**src/rtl/scoreboard_regfile_pkg.sv**
```systemverilog
// Shared types and default sizes for the scoreboarded register file.
// The optional write-to-read bypass is selected by SCOREBOARD_REGFILE_BYPASS_EN.
package scoreboard_regfile_pkg;

   localparam int DEFAULT_BIT_COUNT       = 32;
   localparam int DEFAULT_REGISTER_COUNT  = 32;
   localparam int DEFAULT_READ_PORT_COUNT = 2;

   typedef enum logic {
      INIT = 1'b0,
      RUN  = 1'b1
   } sb_state_t;

endpackage

```
**src/rtl/scoreboard_busy_table.sv**
```systemverilog
// Pending-write flags, one per architectural register, with combinational
// lookups for every read port and the issue port. Register 0 is never busy.
module scoreboard_busy_table
   import scoreboard_regfile_pkg::*;
#(
   parameter int REGISTER_COUNT  = DEFAULT_REGISTER_COUNT,
   parameter int READ_PORT_COUNT = DEFAULT_READ_PORT_COUNT,
   localparam int AW             = $clog2(REGISTER_COUNT)
)(
   input  logic                                clk,
   input  logic                                srst,
   input  logic                                set_en,
   input  logic [AW-1:0]                       set_adr,
   input  logic                                clr_en,
   input  logic [AW-1:0]                       clr_adr,
   input  logic [READ_PORT_COUNT-1:0][AW-1:0]  rd_adr,
   output logic [READ_PORT_COUNT-1:0]          rd_busy,
   input  logic [AW-1:0]                       issue_adr,
   output logic                                issue_busy
);

   logic [REGISTER_COUNT-1:0] busy_reg;
   logic [REGISTER_COUNT-1:0] busy_next;

   assign busy_next[0] = 1'b0;

   // Set has priority over clear so a same-cycle issue and writeback leaves the flag up.
   genvar gi;
   generate
      for (gi = 1; gi < REGISTER_COUNT; gi++) begin : g_bit
         assign busy_next[gi] = (set_en && (set_adr == AW'(gi))) ? 1'b1 :
                                (clr_en && (clr_adr == AW'(gi))) ? 1'b0 :
                                busy_reg[gi];
      end
      for (gi = 0; gi < READ_PORT_COUNT; gi++) begin : g_lookup
         assign rd_busy[gi] = busy_reg[rd_adr[gi]];
      end
   endgenerate

   assign issue_busy = busy_reg[issue_adr];

   always_ff @(posedge clk) begin
      if (srst) begin
         busy_reg <= '0;
      end else begin
         busy_reg <= busy_next;
      end
   end

endmodule

```
**src/rtl/scoreboard_regfile.sv**
```systemverilog
// Register file with per-register busy scoreboard and a zeroing sweep after reset.
// Define SCOREBOARD_REGFILE_BYPASS_EN to forward same-cycle writeback data to readers.
module scoreboard_regfile
   import scoreboard_regfile_pkg::*;
#(
   parameter int BIT_COUNT       = DEFAULT_BIT_COUNT,
   parameter int REGISTER_COUNT  = DEFAULT_REGISTER_COUNT,
   parameter int READ_PORT_COUNT = DEFAULT_READ_PORT_COUNT,
   localparam int AW             = $clog2(REGISTER_COUNT)
)(
   input  logic                                      clk,
   input  logic                                      reset,
   input  logic [READ_PORT_COUNT-1:0][AW-1:0]        RsAdr,
   output logic [READ_PORT_COUNT-1:0][BIT_COUNT-1:0] Rs,
   output logic [READ_PORT_COUNT-1:0]                RsBusy,
   input  logic                                      IssueEnable,
   input  logic [AW-1:0]                             IssueAdr,
   output logic                                      IssueReady,
   input  logic                                      WriteEnable,
   input  logic [AW-1:0]                             RdAdr,
   input  logic [BIT_COUNT-1:0]                      Rd,
   output logic                                      Ready
);

   sb_state_t              state_reg;
   logic [AW-1:0]          init_count_reg;
   logic                   ready_reg;
   logic [BIT_COUNT-1:0]   reg_mem [REGISTER_COUNT];

   logic                        run;
   logic                        sweeping;
   logic                        wr_fire;
   logic                        issue_busy;
   logic [READ_PORT_COUNT-1:0]  rd_busy;

   // Gating with reset keeps every output quiet while reset is held.
   assign run      = ready_reg && !reset;
   assign sweeping = (state_reg == INIT) && !reset;
   assign wr_fire  = run && WriteEnable && (RdAdr != '0);

   always_ff @(posedge clk) begin
      if (reset) begin
         state_reg      <= INIT;
         init_count_reg <= '0;
         ready_reg      <= 1'b0;
      end else begin
         case (state_reg)
            INIT: begin
               init_count_reg <= init_count_reg + 1'b1;
               if (init_count_reg == AW'(REGISTER_COUNT - 1)) begin
                  state_reg <= RUN;
                  ready_reg <= 1'b1;
               end
            end
            RUN: begin
               ready_reg <= 1'b1;
            end
            default: begin
               state_reg <= INIT;
               ready_reg <= 1'b0;
            end
         endcase
      end
   end

   // Data array has no reset; the INIT sweep is the only thing that clears it.
   always_ff @(posedge clk) begin
      if (sweeping) begin
         reg_mem[init_count_reg] <= '0;
      end else if (wr_fire) begin
         reg_mem[RdAdr] <= Rd;
      end
   end

   assign IssueReady = run && (!issue_busy || (WriteEnable && (RdAdr == IssueAdr)));

   scoreboard_busy_table #(
      .REGISTER_COUNT  (REGISTER_COUNT),
      .READ_PORT_COUNT (READ_PORT_COUNT)
   ) u_busy_table (
      .clk        (clk),
      .srst       (reset),
      .set_en     (IssueEnable && IssueReady),
      .set_adr    (IssueAdr),
      .clr_en     (sweeping || wr_fire),
      .clr_adr    (sweeping ? init_count_reg : RdAdr),
      .rd_adr     (RsAdr),
      .rd_busy    (rd_busy),
      .issue_adr  (IssueAdr),
      .issue_busy (issue_busy)
   );

   genvar gi;
   generate
      for (gi = 0; gi < READ_PORT_COUNT; gi++) begin : g_read
         logic bypass_hit;
         logic live;
`ifdef SCOREBOARD_REGFILE_BYPASS_EN
         assign bypass_hit = WriteEnable && (RsAdr[gi] == RdAdr);
`else
         assign bypass_hit = 1'b0;
`endif
         assign live       = run && (RsAdr[gi] != '0);
         assign Rs[gi]     = !live     ? '0 :
                             bypass_hit ? Rd : reg_mem[RsAdr[gi]];
         assign RsBusy[gi] = live && !bypass_hit && rd_busy[gi];
      end
   endgenerate

   assign Ready = run;

endmodule

```
**config.mk**
```make
export PLATFORM = sky130hd
export DESIGN_NAME = scoreboard_regfile
export DESIGN_NICKNAME = d
export VERILOG_FILES = /design/src/rtl/scoreboard_regfile_pkg.sv /design/src/rtl/scoreboard_busy_table.sv /design/src/rtl/scoreboard_regfile.sv
export SDC_FILE = /design/constraint.sdc
export NUM_CORES = 1
export LEC_CHECK = 0
export CORE_ASPECT_RATIO = 2
export CORE_MARGIN = 1
export CORE_UTILIZATION = 30
export CTS_BUF_LIST = sky130_fd_sc_hd__clkbuf_8
export CTS_CLUSTER_DIAMETER = 50
export CTS_CLUSTER_SIZE = 20
export DETAILED_ROUTE_END_ITERATION = 8
export GPL_ROUTABILITY_DRIVEN = 0
export PLACE_DENSITY = 0.56
export SLEW_MARGIN = 20
export SYNTH_ARGS = -nofsm -noshare
export SYNTH_HDL_FRONTEND = slang
export SYNTH_SLANG_ARGS = --single-unit
```
**constraint.sdc**
```tcl
create_clock -name clk -period 6.15 [get_ports clk]
set_input_delay 0.9225 -clock clk [delete_from_list [all_inputs] [get_ports clk]]
set_output_delay 0.9225 -clock clk [all_outputs]
set_load 0.02 [all_outputs]
```
# After elaboration in Yosys (flattened, before gate mapping)
# Memory sizes are Yosys's and may differ from the RTL's.
# Cells that the tools add are included.
[word_totals] ff_bits=39 mem_bits_rw=1024 inputBits=56 wordCells=301 mem_count=1
[op_classes] addsub=1 n_lt_le_gt_ge=3 n_eq_ne=65 n_mux=83 bitwise_logic=1 reduce_logical=112
[memory_table] memory="reg_mem" words=32 word_bits=32 read_ports=2 rd_clocked_by_memory_dff=0 write_ports=1 line_no="scoreboard_regfile.sv:28" rtl="logic [BIT_COUNT-1:0] reg_mem [REGISTER_COUNT];"
[op_table] cell="5-bit equality test (second input constant)" n=33
[op_table] cell="32-bit 2-to-1 mux" n=3
[op_table] cell="5-bit by 4-bit equality test with 1-bit output (second input constant)" n=16
[op_table] cell="1-bit 2-to-1 mux" n=74
[op_table] cell="1-bit logical AND" n=73
[op_table] cell="2-bit nonzero test" n=31
[op_table] cell="5-bit by 3-bit equality test with 1-bit output (second input constant)" n=8
[op_table] cell="32-bit OR reduction" n=1
[op_table] cell="5-bit by 2-bit equality test with 1-bit output (second input constant)" n=4
[op_table] cell="5-bit by 6-bit < comparator with 1-bit output (second input constant)" n=3
[op_table] cell="1-bit binary-select mux with 5-bit select" n=3
[op_table] cell="5-bit nonzero test" n=3
[op_table] cell="5-bit by 1-bit equality test with 1-bit output (second input constant)" n=2
[op_table] cell="5-bit 2-to-1 mux" n=2
[op_table] cell="5-bit by 1-bit adder with 5-bit output (second input constant)" n=1
[op_table] cell="5-bit equality test" n=1
[op_table] cell="1-bit logical NOT" n=2
[op_table] cell="1-bit logical OR" n=2
[op_table] cell="2-bit by 1-bit inequality test with 1-bit output (second input constant)" n=1
[op_table] cell="1-bit case mux with 2 select lines" n=1
[op_table] cell="1-bit NOT" n=1

# Depth between registers and ports, before layout
# Gate-level depths: netlist of the first run.
[depth] depth_word=9 ltp_mapped=9 ltp_nobuf=7

# Hierarchy
# From an unflattened synthesis of the first run, not the netlist that was laid out.
[unflattened] hier_cells=3272 hier_area_um2=50758.7
[modules_own_cells] mod="scoreboard_regfile" n_inst=1 cells_per_inst=2999 area_per_inst_um2=48541.6 seq_area_each_um2=30889.6
[modules_own_cells] mod="scoreboard_busy_table" n_inst=1 cells_per_inst=273 area_per_inst_um2=2217.1 seq_area_each_um2=620.6

# Worst setup path after synthesis of the first run
# Ideal clock, no wire load.
[synth_path] kind="input-to-reg" start="input RdAdr[4]" end="memory reg_mem[24][0] (netlist name) (enable)" setup_time_ns=0.423 t_arrival_ns=3.562 path_slack_ns=2.166 path_stages=6 path_buffers=2 path_cell_list="buf_2 nor3_1 a21o_1 buf_2 mux2_2 nor2_1"
[synth_via] elab_chain_len=7 word_cells_on_any_way=8 classes_between="mux: 5; reduce/logical: 3"
[synth_rtl] item="start, declared" line_no="scoreboard_regfile.sv:20" rtl="input logic [AW-1:0] RdAdr,"
[synth_rtl] item="5-bit nonzero test" line_no="scoreboard_regfile.sv:39" rtl="assign wr_fire = run && WriteEnable && (RdAdr != '0);"
[synth_rtl] item="1-bit logical AND" line_no="scoreboard_regfile.sv:39"
[synth_rtl] item="1-bit 2-to-1 mux" line_no="scoreboard_regfile.sv:70" rtl="end else if (wr_fire) begin"
[synth_rtl] item="1-bit 2-to-1 mux" line_no="scoreboard_regfile.sv:68" rtl="if (sweeping) begin"
[synth_rtl] item="1-bit 2-to-1 mux (not written as such)" line_no="scoreboard_regfile.sv:71" rtl="reg_mem[RdAdr] <= Rd;"
[synth_rtl] item="32-bit OR reduction (no line)"
[synth_rtl] item="5-bit 2-to-1 mux (no line) / 1-bit 2-to-1 mux (equally long branches)"
[synth_rtl] item="end, declared" line_no="scoreboard_regfile.sv:28"
# Parallel ways exist; a longest one is shown, timed or not.

# Final worst setup path of the first run
[layout_path] start="input reset" end="output RsBusy[1]"
[layout_via] elab_chain_len=4
[layout_rtl] item="start, declared" line_no="scoreboard_regfile.sv:12" rtl="input logic reset,"
[layout_rtl] item="1-bit logical NOT" line_no="scoreboard_regfile.sv:37" rtl="assign run = ready_reg && !reset;"
[layout_rtl] item="1-bit logical AND" line_no="scoreboard_regfile.sv:37"
[layout_rtl] item="1-bit logical AND" line_no="scoreboard_regfile.sv:103" rtl="assign live = run && (RsAdr[gi] != '0);"
[layout_rtl] item="1-bit logical AND" line_no="scoreboard_regfile.sv:106" rtl="assign RsBusy[gi] = live && !bypass_hit && rd_busy[gi];"
[layout_rtl] item="end, declared" line_no="scoreboard_regfile.sv:15" rtl="output logic [READ_PORT_COUNT-1:0] RsBusy,"
# No other way between the ends.

==> out/summary.txt, run 1 <==
setup tns final = 0 ps
Maximum Capacitance Violations = 0
worst IR drop on VDD = 0.158 mV
vias per cell = 5.90
Worst R2R Setup Slack = 2410 ps
non-filler instance count after layout = 5150
cells after synthesis = 2902
synth unique cells = 65
global route overflow = 0
post-synthesis adder-cell area fraction = 0.000494
dominant cell type by area after synthesis = edfxtp_1
WL/cell = 33.6 um
largest net degree at the start of global routing = 86
largest family of logic cells by synthesized area = multiplexers
Relative slew margins = 0.257
Final ANT Viol Nets = 0
fraction of the mapped netlist area in simple logic gates = 0.0240
CTS Buffer Depth = 3
Final nets = 3048
Hold Path Class = reg2reg
Sink Count = 1062
hold endpoint = u_busy_table.busy_reg[29]
Leak Pwr = 15.7 nW
first-pass iteration count of the detailed router = 5
fill cell count = 16.0k
status = complete, no violations
Min Hold Slack = 512 ps
layout cells sized above 1 = 0.249
global-route wire length before repair = 242 mm
most frequent cell after synthesis = edfxtp_1
RR Endpoint = reg_mem[22][17]
H-Tree Depth = 2
vias in the first global route = 32.1k
Synth top area share = 0.607
CP Capture Type = output pin
RSZ-0062 raised after global routing = false
final wirelength = 173 mm
max-slew violation count = 0
Post-Syn Area per Cell = 17.5 um^2
DP HPWL = 104 mm
mux contribution to synthesized area = 0.252
Synth Area in Compound Gates = 0.0747
number of CTS-inserted buffers = 60
number of synthesized flops with an enable pin = 1024
max reg flops = 1024
HP Start = u_busy_table.busy_reg[29]
total number of vias = 30.4k
Initial Util = 0.302
Post-Syn Area = 0.0507 mm^2
Inst Count DP = 5078
Chip Width = 293 um
GRT Total Usage = 0.200
Hold Path Stages = 2
CORE AREA = 0.168 mm^2
cts hold-fix bufs = 0
Post-Synth XOR/XNOR Area = 0.00121
commonest cells in the netlist = 1024 x edfxtp_1, 380 x mux4_2, 359 x mux2i_1
Primary FF master, synth = edfxtp_1
Mapped Nets = 2960
total power = 0.0122 W
Worst Path Arrival = 4360 ps
Setup Skew = 36.4 ps
R2R depth = 5
Req. time, crit path = 5230 ps
register area share after synthesis = 0.622
die height = 583 um
P&R area growth vs syn = 10.9%
Reg clk slew, reported paths = 120 ps
Worst-Skew Late Latency = 860 ps
CTS tree = yes
yosys synthesis warning count = 0
crit share post-route = 0.859
Post CTS Setup Buffer Count = 0
number of I/O pins = 124
crit-path max FO = 26
DRC errors left = 0
Peak Freq = 189 MHz
Tmin final = 5280 ps
Worst Max-Slew Pin Slew = 1110 ps
CTS Root Cell = clkbuf_8
fraction of registers with async set/reset = 0
synth top area cells = edfxtp_1 61%, mux4_2 17%, mux2i_1 7.1%
Post-CTS Resized = 0
IO Port Bufs = 123
crit start category = primary input
critical path type = in2out
Yosys reg bits = 1062
final hold viol count = 0
Initial DRC Count = 2474
Setup violations, final = 0
Placement Rows = 213
initial antenna violation count = 11
die area = 0.171 mm^2
Power Density = 216 mW/mm^2
RR Startpoint = state_reg
==> metal layers <==
layer / track usage / vias to the layer above / share of wire
li1: - / 12400 / -
met1: 0.232 / 16400 / 0.36
met2: 0.366 / 1229 / 0.53
met3: 0.0255 / 353 / 0.060
met4: 0.0857 / 12 / 0.047
met5: 0 / - / 0.00042
==> worst max path at each step <==
stage               startpoint  slack [ps]              to
floorplan             RdAdr[4]        2170  reg_mem[24][0]
global placement         reset         960       RsBusy[1]
detailed placement       reset         910       RsBusy[1]
CTS                      reset         900           Rs[8]
global route             reset         820           Rs[8]
finish                   reset         870       RsBusy[1]
==> cell families after synthesis <==
kind of cell | Yosys count
flops | 1062
mux | 794
compound gates | 506
buf+inv | 272
simple gates | 259
xor+xnor | 7
fa+ha+maj | 2
==> placed cells by master, fill, tap and decap left out, types with 6 or more instances in the layout <==
cell type        Yosys  final
edfxtp_1          1024   1024
mux4_2             380    380
mux2i_1            359    359
o221ai_1           128    128
buf_4               21    119
clkdlybuf4s50_1      0    114
o22ai_1             87     87
a21oi_1             74     72
nor2_1              95     63
clkbuf_8             0     62
nand2_1             58     58
mux2_2              53     53
o21ai_0             44     44
dfxtp_1             38     38
buf_12               0     34
nor2_4               0     32
a221oi_1            31     31
and2_1              34     31
nor3_1              30     30
o21a_1              27     27
inv_1               23     25
o221a_2             25     25
o211ai_1            15     15
a211o_1             12     12
a211oi_1            10     10
o31ai_1             10      9
o32ai_1              8      8
a21o_1               7      7
xnor2_1              6      6
==> per-stage QoR <==
step           instance area (um^2)   util  worst slack [ps]
2_1_floorplan                 50700      -              2170
3_3_place_gp                  55300  0.329               955
3_5_place_dp                  55300  0.329               915
4_1_cts                       56200  0.335               903
5_1_grt                       56200  0.335               824
6_report                      56200  0.335               869
==> critical path, stage by stage <==
cell,delay [ps]
clkdlybuf4s50_1,560
clkinv_1,90
buf_4,300
nand2_1,160
inv_1,350
o31ai_4,140
buf_4,260
nor3_1,780
clkdlybuf4s50_1,770
==> where the power goes <==
group | total, W | internal (W) | switching, W
clock | 0.00323 | 0.000951 | 0.00228
sequential | 0.00789 | 0.00786 | 0.0000258
combinational | 0.00105 | 0.000401 | 0.000645
total | 0.0122 | 0.00921 | 0.00295
==> layout make-up <==
type                       count  area, um^2  share of cell area
antenna                        1        2.50           0.0000445
timing repair buffer         272        2790              0.0496
sequential                  1062       31500               0.561
inverter                      26         103             0.00183
clock buffer                  61         840              0.0149
multi-input combinational   1568       18200               0.323
tap                         2150        2690              0.0479
clock inverter                10        95.1             0.00169
(Power assumes the default switching activity.)
==> run 2, diff against run 1 <==
--- a/config.mk
+++ b/config.mk
@@ -5,6 +5,7 @@
 export SDC_FILE = /design/constraint.sdc
 export NUM_CORES = 1
 export LEC_CHECK = 0
+export ABC_AREA = 1
 export CORE_ASPECT_RATIO = 2
 export CORE_MARGIN = 1
 export CORE_UTILIZATION = 30
==> run 2 against run 1 <==
Sequential share of layout area is 1.8 points lower. Via count up 48%. Critical path type unchanged. Core utilization decreased by 0.19 points. Fmax down 4.6%. Highest routed layer unchanged. Total power rose by 6.6%.
==> out/summary.txt, run 2 <==
status = complete, no violations
Peak Freq = 181 MHz
cell mode on critical path = buf_12
WL/cell = 29.1 um
critical path type = in2out
Post-CTS Resized = 0
Relative slew margins = 0.242
non-filler instance count after layout = 7600
vias per cell = 5.93
max reg flops = 1024
register area share after synthesis = 0.598
fraction of registers with async set/reset = 0
final hold viol count = 0
cells after synthesis = 5331
CP Capture Type = output pin
Power Density = 223 mW/mm^2
Post-Synth XOR/XNOR Area = 0.000332
total power = 0.0130 W
CTS tree = yes
Initial Util = 0.302
largest net degree at the start of global routing = 130
synth unique cells = 50
largest family of logic cells by synthesized area = compound AO/OA/AOI/OAI gates
total number of vias = 45.1k
Setup Skew = 29.7 ps
GRT Total Usage = 0.240
Worst-Skew Late Latency = 810 ps
Mapped Nets = 5389
Final ANT Viol Nets = 0
Placement Rows = 217
DP HPWL = 127 mm
Leak Pwr = 18.7 nW
CTS Root Cell = clkbuf_8
initial antenna violation count = 5
Req. time, crit path = 5230 ps
max-slew violation count = 0
vias in the first global route = 43.1k
Final nets = 5332
DRC errors left = 0
die height = 595 um
Maximum Capacitance Violations = 0
number of CTS-inserted buffers = 68
post-synthesis adder-cell area fraction = 0.000475
die area = 0.178 mm^2
IO Port Bufs = 123
synth top area cells = edfxtp_1 58%, o21ai_0 8.6%, nor2_1 5.8%
Yosys reg bits = 1062
RSZ-0062 raised after global routing = false
Setup violations, final = 0
mux contribution to synthesized area = 0.0266
layout cells sized above 1 = 0.0785
CORE AREA = 0.175 mm^2
commonest cells in the netlist = 1024 x edfxtp_1, 906 x o21ai_0, 818 x nor2_1
Worst Max-Slew Pin Slew = 1140 ps
Inst Count DP = 7503
commonest non-fill, non-tap cell in the layout = edfxtp_1
fraction of the mapped netlist area in simple logic gates = 0.127
Synth Area in Compound Gates = 0.191
setup tns final = 0 ps
Worst Path Arrival = 4610 ps
most frequent cell after synthesis = edfxtp_1
worst IR drop on VDD = 0.167 mV
crit-path max FO = 125
global-route wire length before repair = 308 mm
Tmin final = 5530 ps
Reg clk slew, reported paths = 120 ps
Primary FF master, synth = edfxtp_1
CP max stage cell = clkdlybuf4s50_1
Top Metal Used = met5
Post-Syn Area = 0.0527 mm^2
Post-Syn Area per Cell = 9.89 um^2
crit share post-route = 0.900
yosys synthesis warning count = 0
Met2 Routed Length = 107 mm
Slowest Stage Delay on Critical Path = 600 ps
Post CTS Setup Buffer Count = 0
WL met1 = 79.0 mm
cts hold-fix bufs = 0
number of synthesized flops with an enable pin = 1024
number of I/O pins = 124
crit start category = primary input
final wirelength = 221 mm
first-pass iteration count of the detailed router = 6
Initial DRC Count = 5610
CP Cell Sequence = buf_8, buf_12, buf_12, o21ai_0, o22ai_1, nand2_1, o211ai_1, nand3_1, a21oi_1, buf_4, clkdlybuf4s50_1
CTS Buffer Depth = 3
dominant cell type by area after synthesis = edfxtp_1
H-Tree Depth = 3
Chip Width = 298 um
most frequent cells in the layout = 1024 x edfxtp_1, 906 x o21ai_0, 781 x nor2_1
Synth top area share = 0.583
Sink Count = 1062
met3 routed WL = 20.8 mm
global route overflow = 0
P&R area growth vs syn = 10.2%
Hold Path Class = reg2reg
[run 2: worst paths after layout]
path / start / to / slack, ps / cells past startpoint
setup / recovery: RsAdr[0] / Rs[31] / 620 / 11
hold / removal: u_busy_table.busy_reg[17] / u_busy_table.busy_reg[17] / 480 / 2
setup reg to reg: state_reg / reg_mem[6][29] / 2630 / 9
hold reg to reg: u_busy_table.busy_reg[17] / u_busy_table.busy_reg[17] / 480 / 2
[run 2: critical path, delay by kind of cell]
| family | cells | cell delay, ps |
|---|---|---|
| buf+inv | 5 | 2160 |
| compound gates | 4 | 1050 |
| simple gates | 2 | 200 |
[run 2: where the power goes]
part / switching (W) / internal [W]
clock: 0.00240 / 0.00117
sequential: 0.0000302 / 0.00788
combinational: 0.00107 / 0.000408
[run 2: area by class of cell]
class / count / area (um^2)
fillers: 17400 / 116000
flip-flops and latches: 1062 / 31500
multi-input cells: 3609 / 18400
repair buffers: 312 / 3230
well taps: 2299 / 2880
clock buffers: 73 / 1000
inverters: 221 / 856
clock inverters: 21 / 195
diodes: 3 / 7.51
[run 2: per-stage QoR]
step | worst slack, ps | util | hold WS, ps | instance area [um^2]
floorplan | 2130 | - | 444 | 52700
global placement | 737 | 0.326 | 454 | 56800
detailed placement | 729 | 0.326 | 460 | 56900
CTS | 721 | 0.333 | 477 | 58100
global route | 538 | 0.333 | 515 | 58100
finish | 615 | 0.333 | 476 | 58100
[run 2: per-layer routing]
metal / vias to the layer above / GRT usage
li1: 19100 / -
met1: 22300 / 0.285
met2: 2939 / 0.406
met3: 691 / 0.0389
met4: 2 / 0.146
met5: - / 0
[run 2: logic make-up after synthesis]
family,count (synthesis)
AO/OA/AOI/OAI,1790
AND/OR/NAND/NOR,1675
flip-flops,1062
buffers and inverters,660
multiplexers,140
XOR/XNOR,2
adder cells (fa/ha/maj),2
==> RTL change (settings of run 1) <==
The option `SCOREBOARD_REGFILE_BYPASS_EN` is turned on by a define.
--- a/src/rtl/scoreboard_regfile.sv
+++ b/src/rtl/scoreboard_regfile.sv
@@ -1,5 +1,7 @@
 // Register file with per-register busy scoreboard and a zeroing sweep after reset.
 // Define SCOREBOARD_REGFILE_BYPASS_EN to forward same-cycle writeback data to readers.
+`define SCOREBOARD_REGFILE_BYPASS_EN
+
 module scoreboard_regfile
    import scoreboard_regfile_pkg::*;
 #(
Behaviour: same outputs for any inputs over 4 cycles, from zero or initial values and one cycle with reset high; that may be too few to reach the edited logic, so the function may still have changed.
==> RTL change against run 1 <==
- global-route usage is 0.49 points higher
- final area is 1.1% lower
- total power grew 0.64%
- register-to-register slack got worse by 320 ps
- sequential cell count unchanged
- non-clock buffer count decreased by 15
- routed wire length rose by 0.96%
- synthesized area decreased by 1.5%
- worst setup slack got worse by 100 ps
- largest cell class unchanged
- highest routed layer unchanged
==> RTL change: results (changes against run 1) <==
Root Buffer Master sky130_fd_sc_hd__clkbuf_8; net count after synthesis 2747 (-7.2%); cell types with the highest counts after synthesis sky130_fd_sc_hd__edfxtp_1 (1024), sky130_fd_sc_hd__mux4_2 (500), sky130_fd_sc_hd__o22ai_1 (189); GRT met2 Usage 0.379 (+0.0126); number of fillers in the final layout 15700 (-2.0%); outcome completed; final routed wirelength across all metal layers 175000 µm (+0.96%); vias in the first global route 30800 (-4.0%); family with the most delay on the worst path buffers and inverters; count of buffers from port buffering 123 (unchanged); number of synthesized flops with an enable pin 1024 (unchanged); sequential-to-total area share from yosys stat 0.631 (+0.00933); met1 GRT Util 0.229 (-0.00360); met3 Track Usage GR 0.0293 (+0.00378); post-placement worst setup slack 722 ps (-193 ps); number of buffers inserted during clock tree synthesis 61 (+1.7%); detailed placer's ending HPWL 107000 µm (+2.6%); GRT Util Overall 0.205 (+0.00489); pin count of the biggest net entering global routing 107 (+24%); clk slew on worst S/H paths 120 ps (about the same); Slew HR 0.224 (-0.0331); number of levels in the clock H-tree 2 (unchanged); cell type of the slowest stage on the worst timing path sky130_fd_sc_hd__clkdlybuf4s50_1; leakage 15.3 nW (-2.4%); Peak VDD IR 0.178 mV (+12%); via/cell ratio 5.99 (+1.6%); Setup Skew 31.0 ps (-5.35 ps); biggest area contributors in the synthesized netlist sky130_fd_sc_hd__edfxtp_1 (62%), sky130_fd_sc_hd__mux4_2 (23%), sky130_fd_sc_hd__o22ai_1 (2.4%), sky130_fd_sc_hd__mux2i_1 (2.1%), sky130_fd_sc_hd__dfxtp_1 (1.5%); delay of the slowest cell on the worst path 940 ps (+160 ps); count of yosys warnings during synthesis 0 (unchanged); number of nets in the finished design 2838 (-6.9%); Max Root-Sink Buffers 3 (unchanged); wire length of the first global-routing pass 241000 µm (-0.15%); Largest register FFs 1024 (unchanged); antenna violations before repair 4 (-7); 1st-pass router iterations 7 (+2); maximum fanout along the worst path 17 (-35%); post-cts repair resize count 0 (unchanged); number of buffers added for setup after CTS 0 (unchanged); count of distinct cell types in the synthesized netlist 69 (+6.2%); worst hold path class flop to flop; number of DRC violations after detailed-routing iteration 0 2719 (+9.9%); share of post-route cells with drive strength above 1 0.281 (+0.0324); worst skew pair latency 840 ps (-20 ps); Worst EP arrival 4460 ps (+100 ps)
-- RTL change: worst paths after layout --
kind	start	end	slack [ps]	depth (start not counted)
worst max-delay path	RsAdr[8]	Rs[62]	760	7
worst min-delay path	u_busy_table.busy_reg[26]$_SDFFE_PP0P_	u_busy_table.busy_reg[26]$_SDFFE_PP0P_	530	2
worst max register to register	state_reg$_SDFF_PP0_	reg_mem[10][22]$_DFFE_PP_	2090	5
worst min register to register	u_busy_table.busy_reg[26]$_SDFFE_PP0P_	u_busy_table.busy_reg[26]$_SDFFE_PP0P_	530	2
-- RTL change: layout make-up --
type | instances | area (µm²) | area share
Tap cell | 2130 | 2670 | 0.0480
Antenna cell | 2 | 5.00 | 0.0000901
Sequential cell | 1062 | 31500 | 0.567
Clock buffer | 62 | 853 | 0.0154
Timing Repair Buffer | 257 | 2730 | 0.0491
Inverter | 14 | 52.6 | 0.000946
Multi-Input combinational cell | 1384 | 17600 | 0.317
Clock inverter | 17 | 155 | 0.00279
-- RTL change: cells by family after synthesis --
| kind of cell | count (synthesis) | share of synthesized area |
|---|---|---|
| xor+xnor | 17 | 0.00298 |
| mux | 614 | 0.249 |
| buf+inv | 243 | 0.0219 |
| fa+ha+maj | 2 | 0.000501 |
| flops | 1062 | 0.631 |
| simple gates | 317 | 0.0315 |
| compound gates | 434 | 0.0631 |
-- RTL change: through the flow --
step | power, mW | instance area [µm²] | instances | util
2_1_floorplan | 8.69 | 49900 | 2689 | -
3_3_place_gp | 9.11 | 54600 | 4847 | 0.330
3_5_place_dp | 9.11 | 54600 | 4847 | 0.330
4_1_cts | 12.3 | 55600 | 4926 | 0.336
5_1_grt | 12.5 | 55600 | 4927 | 0.336
6_report | 12.2 | 55600 | 4928 | 0.336
-- RTL change: layer usage --
layer  vias up  wire (µm)  part of all wire
met3       390      10600             0.060
li1      11700          -                 -
met4         2       9790             0.056
met2      1384      93000              0.53
met1     16100      61400              0.35
met5         -         13          0.000074
-- RTL change: report_power, final --
part / total [mW] / leakage, nW / switching (mW) / internal (mW)
registers: 7.87 / 8.64 / 0.0215 / 7.85
logic: 1.07 / 6.14 / 0.622 / 0.445
clock network: 3.30 / 0.551 / 2.31 / 0.988
total: 12.2 / 15.3 / 2.96 / 9.28
-- RTL change: tightest hold or removal path, stage by stage (launching register included) --
cell and delay (ps):
sky130_fd_sc_hd__dfxtp_1 360, sky130_fd_sc_hd__nand2b_1 70, sky130_fd_sc_hd__o22ai_1 60
